===== config.mk =====
export PLATFORM = sky130hd
export DESIGN_NAME = flag_branch_ctrl_flat
export DESIGN_NICKNAME = d
export VERILOG_FILES = /design/src/rtl/flag_branch_ctrl_if.sv /design/src/rtl/flag_branch_ctrl.sv /design/src/flat_wrapper.sv
export SDC_FILE = /design/constraint.sdc
export NUM_CORES = 1
export LEC_CHECK = 0
export CAP_MARGIN = 0
export CORE_UTILIZATION = 27
export CTS_CLUSTER_SIZE = 8
export DETAILED_ROUTE_END_ITERATION = 8
export GPL_TIMING_DRIVEN = 0
export HOLD_SLACK_MARGIN = 0.05
export PLACE_DENSITY = 0.72
export SETUP_SLACK_MARGIN = 0.4
export SKIP_LAST_GASP = 1
export SLEW_MARGIN = 10
export SYNTH_ARGS = -nofsm -noshare
export SYNTH_HDL_FRONTEND = slang
export SYNTH_SLANG_ARGS = --single-unit

===== constraint.sdc =====
create_clock -name clk -period 1.35 [get_ports clk]
set_input_delay 0.2025 -clock clk [delete_from_list [all_inputs] [get_ports clk]]
set_output_delay 0.2025 -clock clk [all_outputs]
set_load 0.02 [all_outputs]

===== src/rtl/flag_branch_ctrl_if.sv =====
// ----------------------------------------------------------------------------
// flag_branch_ctrl_if
// Purpose : bundles the EX-stage flag-update signals and the decode-stage
//           branch handshake that connect to flag_branch_ctrl.
// Signals :
//   ex_valid/ex_opcode/ex_result/ex_ovfl/ex_ready  EX-stage ALU outputs
//   stall/flush                                    pipeline control
//   br_req/br_cond                                 branch request from decode
//   br_wait/br_done/br_taken                       branch handshake to decode
//   flags                                          architectural {N,V,Z}
// Modports: master drives the EX/decode side, slave is flag_branch_ctrl.
// ----------------------------------------------------------------------------
interface flag_branch_ctrl_if #(
   parameter int OPC_W  = 4,
   parameter int DATA_W = 16
);
   logic              ex_valid;
   logic [OPC_W-1:0]  ex_opcode;
   logic [DATA_W-1:0] ex_result;
   logic              ex_ovfl;
   logic              ex_ready;
   logic              stall;
   logic              flush;
   logic              br_req;
   logic [2:0]        br_cond;
   logic              br_wait;
   logic              br_done;
   logic              br_taken;
   logic [2:0]        flags;

   modport master (
      output ex_valid, ex_opcode, ex_result, ex_ovfl, ex_ready,
      output stall, flush, br_req, br_cond,
      input  br_wait, br_done, br_taken, flags
   );

   modport slave (
      input  ex_valid, ex_opcode, ex_result, ex_ovfl, ex_ready,
      input  stall, flush, br_req, br_cond,
      output br_wait, br_done, br_taken, flags
   );
endinterface


===== src/rtl/flag_branch_ctrl.sv =====
// ----------------------------------------------------------------------------
// flag_branch_ctrl
// Purpose : owns the {N,V,Z} FLAG register, commits per-opcode flag updates
//           from the EX stage, and resolves conditional branches for decode,
//           holding decode (br_wait) while the flags a branch depends on are
//           not yet final.
// Ports   :
//   clk  - system clock, rising edge
//   rst  - asynchronous active-high reset
//   bus  - flag_branch_ctrl_if.slave (EX inputs, branch handshake, flags)
// Config  : FLAG_BYPASS_EN
//   defined   - a branch may resolve in the same cycle as the flag commit,
//               evaluating on the next-state flags.
//   undefined - any flag-setting EX instruction blocks the branch, which then
//               evaluates on the stored flags after the commit.
// ----------------------------------------------------------------------------
module flag_branch_ctrl #(
   parameter int OPC_W  = 4,
   parameter int DATA_W = 16
) (
   input logic               clk,
   input logic               rst,
   flag_branch_ctrl_if.slave bus
);

   typedef enum logic [1:0] {
      ST_IDLE,
      ST_WAIT,
      ST_DONE
   } state_e;

   state_e     state_q, state_d;
   logic [2:0] flags_q, flags_d;
   logic       br_taken_q, br_taken_d;

   logic       setsNvz;
   logic       setsZ;
   logic       setsFlags;
   logic       commit;
   logic       hazard;
   logic [2:0] flagsUpd;
   logic [2:0] evalFlags;
   logic       condTrue;
   logic       isUncond;
   logic       brWait;

   // ADD/SUB update all three flags; logic/shift ops update only Z.
   always_comb begin
      setsNvz = 1'b0;
      setsZ   = 1'b0;
      case (bus.ex_opcode)
         OPC_W'(4'b0000), OPC_W'(4'b0001): begin
            setsNvz = 1'b1;
            setsZ   = 1'b1;
         end
         OPC_W'(4'b0010), OPC_W'(4'b0100),
         OPC_W'(4'b0101), OPC_W'(4'b0110): begin
            setsZ = 1'b1;
         end
         default: begin
            setsNvz = 1'b0;
            setsZ   = 1'b0;
         end
      endcase
   end

   assign setsFlags = setsZ;
   assign commit    = bus.ex_valid & bus.ex_ready & setsFlags & ~bus.stall & ~bus.flush;

   // Bits an opcode does not own keep their stored value.
   assign flagsUpd[2] = setsNvz ? bus.ex_result[DATA_W-1] : flags_q[2];
   assign flagsUpd[1] = setsNvz ? bus.ex_ovfl : flags_q[1];
   assign flagsUpd[0] = setsZ ? (bus.ex_result == '0) : flags_q[0];
   assign flags_d     = commit ? flagsUpd : flags_q;

`ifdef FLAG_BYPASS_EN
   // Only an unfinished or stalled flag-setter blocks; a result committing
   // this cycle is forwarded through flags_d.
   assign hazard    = bus.ex_valid & setsFlags & (~bus.ex_ready | bus.stall);
   assign evalFlags = flags_d;
`else
   // Without forwarding, wait until the flag-setter has left EX entirely.
   assign hazard    = bus.ex_valid & setsFlags;
   assign evalFlags = flags_q;
`endif

   function automatic logic evalCond(input logic [2:0] cond, input logic [2:0] f);
      logic n, v, z;
      n = f[2];
      v = f[1];
      z = f[0];
      case (cond)
         3'b000:  evalCond = ~z;
         3'b001:  evalCond = z;
         3'b010:  evalCond = ~z & ~n;
         3'b011:  evalCond = n;
         3'b100:  evalCond = z | ~n;
         3'b101:  evalCond = n | z;
         3'b110:  evalCond = v;
         default: evalCond = 1'b1;
      endcase
   endfunction

   assign condTrue = evalCond(bus.br_cond, evalFlags);
   assign isUncond = (bus.br_cond == 3'b111);

   // Branch FSM next state. br_wait drops in the cycle the branch resolves,
   // so decode is held only while the flags are genuinely not yet usable.
   always_comb begin
      state_d    = state_q;
      br_taken_d = br_taken_q;
      brWait     = 1'b0;
      case (state_q)
         ST_IDLE: begin
            if (bus.br_req && !bus.flush) begin
               if (isUncond || !hazard) begin
                  state_d    = ST_DONE;
                  br_taken_d = condTrue;
               end else begin
                  brWait  = 1'b1;
                  state_d = ST_WAIT;
               end
            end
         end
         ST_WAIT: begin
            if (bus.flush) begin
               state_d = ST_IDLE;
            end else if (!hazard && !bus.stall) begin
               state_d    = ST_DONE;
               br_taken_d = condTrue;
            end else begin
               brWait = 1'b1;
            end
         end
         ST_DONE: begin
            state_d = ST_IDLE;
         end
         default: begin
            state_d = ST_IDLE;
         end
      endcase
   end

   always_ff @(posedge clk or posedge rst) begin
      if (rst) begin
         state_q    <= ST_IDLE;
         flags_q    <= 3'b000;
         br_taken_q <= 1'b0;
      end else begin
         state_q    <= state_d;
         flags_q    <= flags_d;
         br_taken_q <= br_taken_d;
      end
   end

   // br_wait is combinational from br_req, so it is forced low during reset
   // to keep every output quiet while rst is asserted.
   assign bus.br_wait  = brWait & ~rst;
   assign bus.br_done  = (state_q == ST_DONE);
   assign bus.br_taken = br_taken_q;
   assign bus.flags    = flags_q;

endmodule


===== src/flat_wrapper.sv =====
// flat-port wrapper written by rule: the top's interface ports become plain ports
module flag_branch_ctrl_flat 
#(
   parameter int OPC_W  = 4,
   parameter int DATA_W = 16
)
  (clk, rst, bus_ex_valid, bus_ex_opcode, bus_ex_result, bus_ex_ovfl, bus_ex_ready, bus_stall, bus_flush, bus_br_req, bus_br_cond, bus_br_wait, bus_br_done, bus_br_taken, bus_flags);
  flag_branch_ctrl_if #(.OPC_W(OPC_W), .DATA_W(DATA_W)) bus_i ();
  input logic clk;
  input logic rst;
  input wire logic [$bits(bus_i.ex_valid)-1:0] bus_ex_valid;
  input wire logic [$bits(bus_i.ex_opcode)-1:0] bus_ex_opcode;
  input wire logic [$bits(bus_i.ex_result)-1:0] bus_ex_result;
  input wire logic [$bits(bus_i.ex_ovfl)-1:0] bus_ex_ovfl;
  input wire logic [$bits(bus_i.ex_ready)-1:0] bus_ex_ready;
  input wire logic [$bits(bus_i.stall)-1:0] bus_stall;
  input wire logic [$bits(bus_i.flush)-1:0] bus_flush;
  input wire logic [$bits(bus_i.br_req)-1:0] bus_br_req;
  input wire logic [$bits(bus_i.br_cond)-1:0] bus_br_cond;
  output wire logic [$bits(bus_i.br_wait)-1:0] bus_br_wait;
  output wire logic [$bits(bus_i.br_done)-1:0] bus_br_done;
  output wire logic [$bits(bus_i.br_taken)-1:0] bus_br_taken;
  output wire logic [$bits(bus_i.flags)-1:0] bus_flags;
  assign bus_i.ex_valid = bus_ex_valid;
  assign bus_i.ex_opcode = bus_ex_opcode;
  assign bus_i.ex_result = bus_ex_result;
  assign bus_i.ex_ovfl = bus_ex_ovfl;
  assign bus_i.ex_ready = bus_ex_ready;
  assign bus_i.stall = bus_stall;
  assign bus_i.flush = bus_flush;
  assign bus_i.br_req = bus_br_req;
  assign bus_i.br_cond = bus_br_cond;
  assign bus_br_wait = bus_i.br_wait;
  assign bus_br_done = bus_i.br_done;
  assign bus_br_taken = bus_i.br_taken;
  assign bus_flags = bus_i.flags;
  flag_branch_ctrl #(.OPC_W(OPC_W), .DATA_W(DATA_W)) u_core (.clk(clk), .rst(rst), .bus(bus_i));
endmodule

Yosys cells after proc, flatten, opt, wreduce, memory -nomap -nowiden

Cells that the tools add are included.

Bits of input ports: 31
Output and inout bits: 6
Logic and storage cells: 72
Register bits: 6

Mux-type cells: 18
Equal/unequal tests: 19
Reduce and logical (&&, ||, !) cells: 17
Bitwise gates (word level): 14

Operators with widths:

| operator             | count |
|---|---|
| $logic_not A16 Y1    | 1 |
| $eq A3 B3 Y1 const B | 4 |
| $eq A4 B3 Y1 const B | 3 |
| $mux W1              | 10 |
| $mux W2              | 4 |
| $and A1 B1 Y1        | 7 |
| $pmux W1 S7          | 1 |
| $eq A3 B2 Y1 const B | 2 |
| $ne A2 B1 Y1 const B | 3 |
| $reduce_and A2 Y1    | 3 |
| $reduce_or A6 Y1     | 1 |
| $not A1 Y1           | 5 |
| $reduce_and A5 Y1    | 1 |
| $eq A4 B1 Y1 const B | 1 |
| $eq A4 B2 Y1 const B | 1 |
| $logic_not A4 Y1     | 1 |
| $pmux W1 S2          | 2 |
| $pmux W2 S2          | 1 |
| $eq A3 B1 Y1 const B | 1 |
| $logic_not A1 Y1     | 3 |
| $logic_not A3 Y1     | 1 |
| $ne A3 B2 Y1 const B | 1 |
| $eq A2 B1 Y1 const B | 1 |
| $eq A2 B2 Y1 const B | 1 |
| 7 further kinds      | 9 |

Longest topological paths before layout

Depth after elaboration: 10
Mapped depth: 5
Depth with buffers taken out: 5

Worst setup path after synthesis

Ideal clock, no wire load.

Path kind: register -> output
Start: reg u_core.state_q[1]
End: out bus_br_wait
Data required time: 1.148 ns
Stages on the path, launching flop included: 5
Arrival time: 1.581 ns
Setup slack: -0.434 ns
Buffers on the path: 0
Cell sequence: dfrtp_1 a311oi_2 nand3_1 nand2_1 nor4b_1

Longest elaborated chain between the ends: 3
Elaborated cells between the ends (all ways): 4
Classes of those cells: 1 x eq/ne; 1 x mux; 1 x bitwise; 1 x reduce/logical

Ends and longest elaborated chain:

| item                                                    | line                    | text |
|---|---|---|
| from (decl)                                             | flag_branch_ctrl.sv:32  | `state_e state_q, state_d;` |
| from (signal assigned)                                  | flag_branch_ctrl.sv:150 | `state_q <= state_d;` |
| $eq A2 B1 Y1 / $logic_not A2 Y1 (equally long branches) | flag_branch_ctrl.sv:113 | `case (state_q)` |
| $pmux W1 S2 (*)                                         | flag_branch_ctrl.sv:113 |  |
| $and A1 B1 Y1 (*)                                       | flag_branch_ctrl.sv:158 | `assign bus.br_wait = brWait & ~rst;` |
| to (decl)                                               | flat_wrapper.sv:20      | `output wire logic [$bits(bus_i.br_wait)-1:0] bus_br_wait;` |

Every way passes the cells marked *; elsewhere a longest branch is shown, timed or not.

Worst setup path in the final report

Ends and elaborated chain as after synthesis.

==> results.md <==
* Diodes inserted at 0
* Iteration count of the initial detailed-routing pass at 4
* Worst hold stages at 2
* Routability cong. at about 0.66
* Hold Vio Cnt, Final at 0
* Global route overflow at 0
* Residual DRC at 0
* Worst hold slack at 0.240 ns
* Gr usage total at 0.178
* Clock share of power at 0.286
* Die ar. at 1780 sq um
* Maxcap violations at 0
* GR Util met1 at 0.190
* Grt met2 use at 0.311
* Combinational fraction of design power at 0.400
* H-tree depth at 1
* Cells after DPL at slightly below 100
* Clock-pin slew on the worst setup and hold paths at roughly 0.06 ns
* Via density at ~5.1
* Final WS setup at -0.379 ns
* R2R Setup Slk at -0.31 ns
* Largest net degree at the start of global routing at 7
* Hold WC Path Type: primary input to register
* Synth async-reset ratio at 1.00
* # IOs at 37
* Total number of vias at 580
* Met3 Use GR at 0.0560
* Reg-to-Reg Start: u_core.state_q[1]
* Final Routed Wirelength at roughly 1500 microns
* Slew margin rel. at 0.829
* Post-DRT Antenna Nets at 0
* Leak at between 0.4 and 0.5 nW
* Fin nets at 129
* Wire per inst at 13.3 microns
* Worst vdd ir at a little under 0.0005 V
* Final Setup Violations at 3
* Seq pwr share at 0.314
* Sw power at just over 0.2 mW
* Core box area at around 1500 sq um
* CTS Hold Bufs at 0
* Post-synthesis net count at 76
* Yosys reg bits at 6
* Total CTS buffers at 3
* PortBufs at 36
* Int Pwr at 0.482 mW
* Final setup TNS at -0.707 ns
* Die height at approximately 42 microns
* Critical path data arrival time at between 1.5 and 2 ns
* Reg2Reg Capture Point: u_core.bus.br_taken
* Most used DFF post-synth: dfrtp_1
* Chip width at about 42 microns
* Status: finished with violations
* Synth Warn # at 0
* Clock skew at roughly 0.013 ns
* Post-synthesis sequential area ratio at 0.344
* CTS tree: built
* Final design utilization at 0.674
* Failing checks: setup timing
* Pwr dens at 674 nW/um^2
* Sw Ratio at 0.295
* Skew-Pair Late Insertion Delay at about 0.26 ns
* Initial antenna violation count at 0
* FF-to-FF path depth at 6
* Clock Sinks at 6
* Worst-case clock buffer depth at 2
* Part of the cycle the worst path needs at 1.28
* Hold EP: u_core.state_q[0]
* Kind of critical path: register to primary output
* Gate Count Post-Synth at 45
* Max Freq at 578 MHz
* Post-synth EDFFs at 0
* Final count of pins violating max slew at 0
* Busiest grt layer: met2
* Hold_sp: bus_flush
* Root buffer cell: clkbuf_4
* Share of cells above drive strength 1 at 0.474
* Initial DRC count at 12
* Min Tclk post-route at about 1.7 ns
* Initial Utilization at 0.290
* WP data required at 1.15 ns
* Mean Syn Cell Area at just under 10 sq um
* Num rows at 14
* Synth-to-Final Area Change at 132%
* Vias in the first global route at 576
* RSZ-0062 raised after global routing: yes
* Startpoint types: register
* Actual slew at the worst max-slew pin at 0.257 ns
* Crit. End Element: primary output
* First-pass GRT wire length at 2350 microns
* Cell Count, Final, Fillers Out at 113
* Cell variety after synth at 25
* Crit Path Max Fanout at 4
* Cell Area, Synth at ~440 sq um
* Crit. Startpoint: u_core.state_q[1]
-- synthesized netlist by cell type, types with 2 or more instances --
cell | count | area, sq um
dfrtp_1 | 6 | 150
inv_1 | 4 | 15.0
nor4_1 | 4 | 25.0
nand2_1 | 3 | 11.3
nor2b_1 | 3 | 18.8
mux2_2 | 2 | 22.5
nand3_1 | 2 | 10.0
nor2_1 | 2 | 7.51
nor3b_1 | 2 | 15.0
o21ai_0 | 2 | 10.0
-- through the flow --
stage / total power [mW] / instance area (sq um) / worst slack, ns
2_1_floorplan: 0.299 / 453 / -0.0673
3_3_place_gp: 0.439 / 833 / -0.929
3_5_place_dp: 0.444 / 833 / -0.947
4_1_cts: 0.657 / 947 / -0.355
5_1_grt: 0.727 / 1010 / -0.461
6_report: 0.684 / 1010 / -0.379
-- layout by cell type, fill, tap and decap left out, drive strengths merged, types with 3 or more instances in the layout --
cell	instances
inv	4
dlygate4sd2	11
nand2	3
nor4	4
dfrtp	6
buf	22
clkbuf	5
mux2	3
nor2b	3
o21ai	3
clkdlybuf4s50	12
-- final cells by class --
class	instances	area (sq um)
fillers	123	492
inverters	4	15.0
repair buffers	48	444
clock buffers	4	26.3
well taps	16	20.0
flip-flops and latches	6	154
multi-input cells	35	355
-- power groups by stage --
stage	Combinational [mW]	Sequential, mW	Clock (mW)
floorplan	0.0656	0.234	0
global placement	0.221	0.218	0
detailed placement	0.226	0.218	0
CTS	0.247	0.215	0.196
global route	0.293	0.217	0.216
finish	0.274	0.214	0.196
-- cells by family after synthesis --
logic type	synth area share
fa+ha+maj	0.0229
compound gates	0.206
flops	0.344
simple gates	0.307
buf+inv	0.0344
mux	0.0859
-- state kept, by name (all words and copies together), names as in the netlist --
signal	count
u_core.bus.flags	3
u_core.state_q	2
u_core.bus.br_taken	1
-- worst max-delay path by stage --
| stage | slack (ns) | depth (start not counted) | end |
|---|---|---|---|
| 2_1_floorplan | -0.07 | 4 | u_core.bus.br_taken |
| 3_3_place_gp | -0.93 | 6 | bus_br_wait |
| 3_5_place_dp | -0.95 | 6 | bus_br_wait |
| 4_1_cts | -0.35 | 5 | bus_br_wait |
| 5_1_grt | -0.46 | 5 | bus_br_wait |
| 6_report | -0.38 | 5 | bus_br_wait |
-- layer usage --
layer,wire length (microns),part of all wire
met2,812,0.54
met3,104,0.069
met5,0,0
met1,580,0.39
met4,6,0.0040
-- critical path: stages, from the launching register on --
cell and delay, ns:
dfrtp_2 0.42, a311oi_2 0.29, nand3_1 0.11, nand2_1 0.09, nor4b_4 0.18, buf_4 0.17
-- what timing repair did --
item / in CTS / in global routing
endpoints found under the setup margin: 12 / 12
resized for setup: 73 / 14
pin swaps: 10 / 12
setup buffers: 9 / 3
Power figures use the tool's default switching activity.
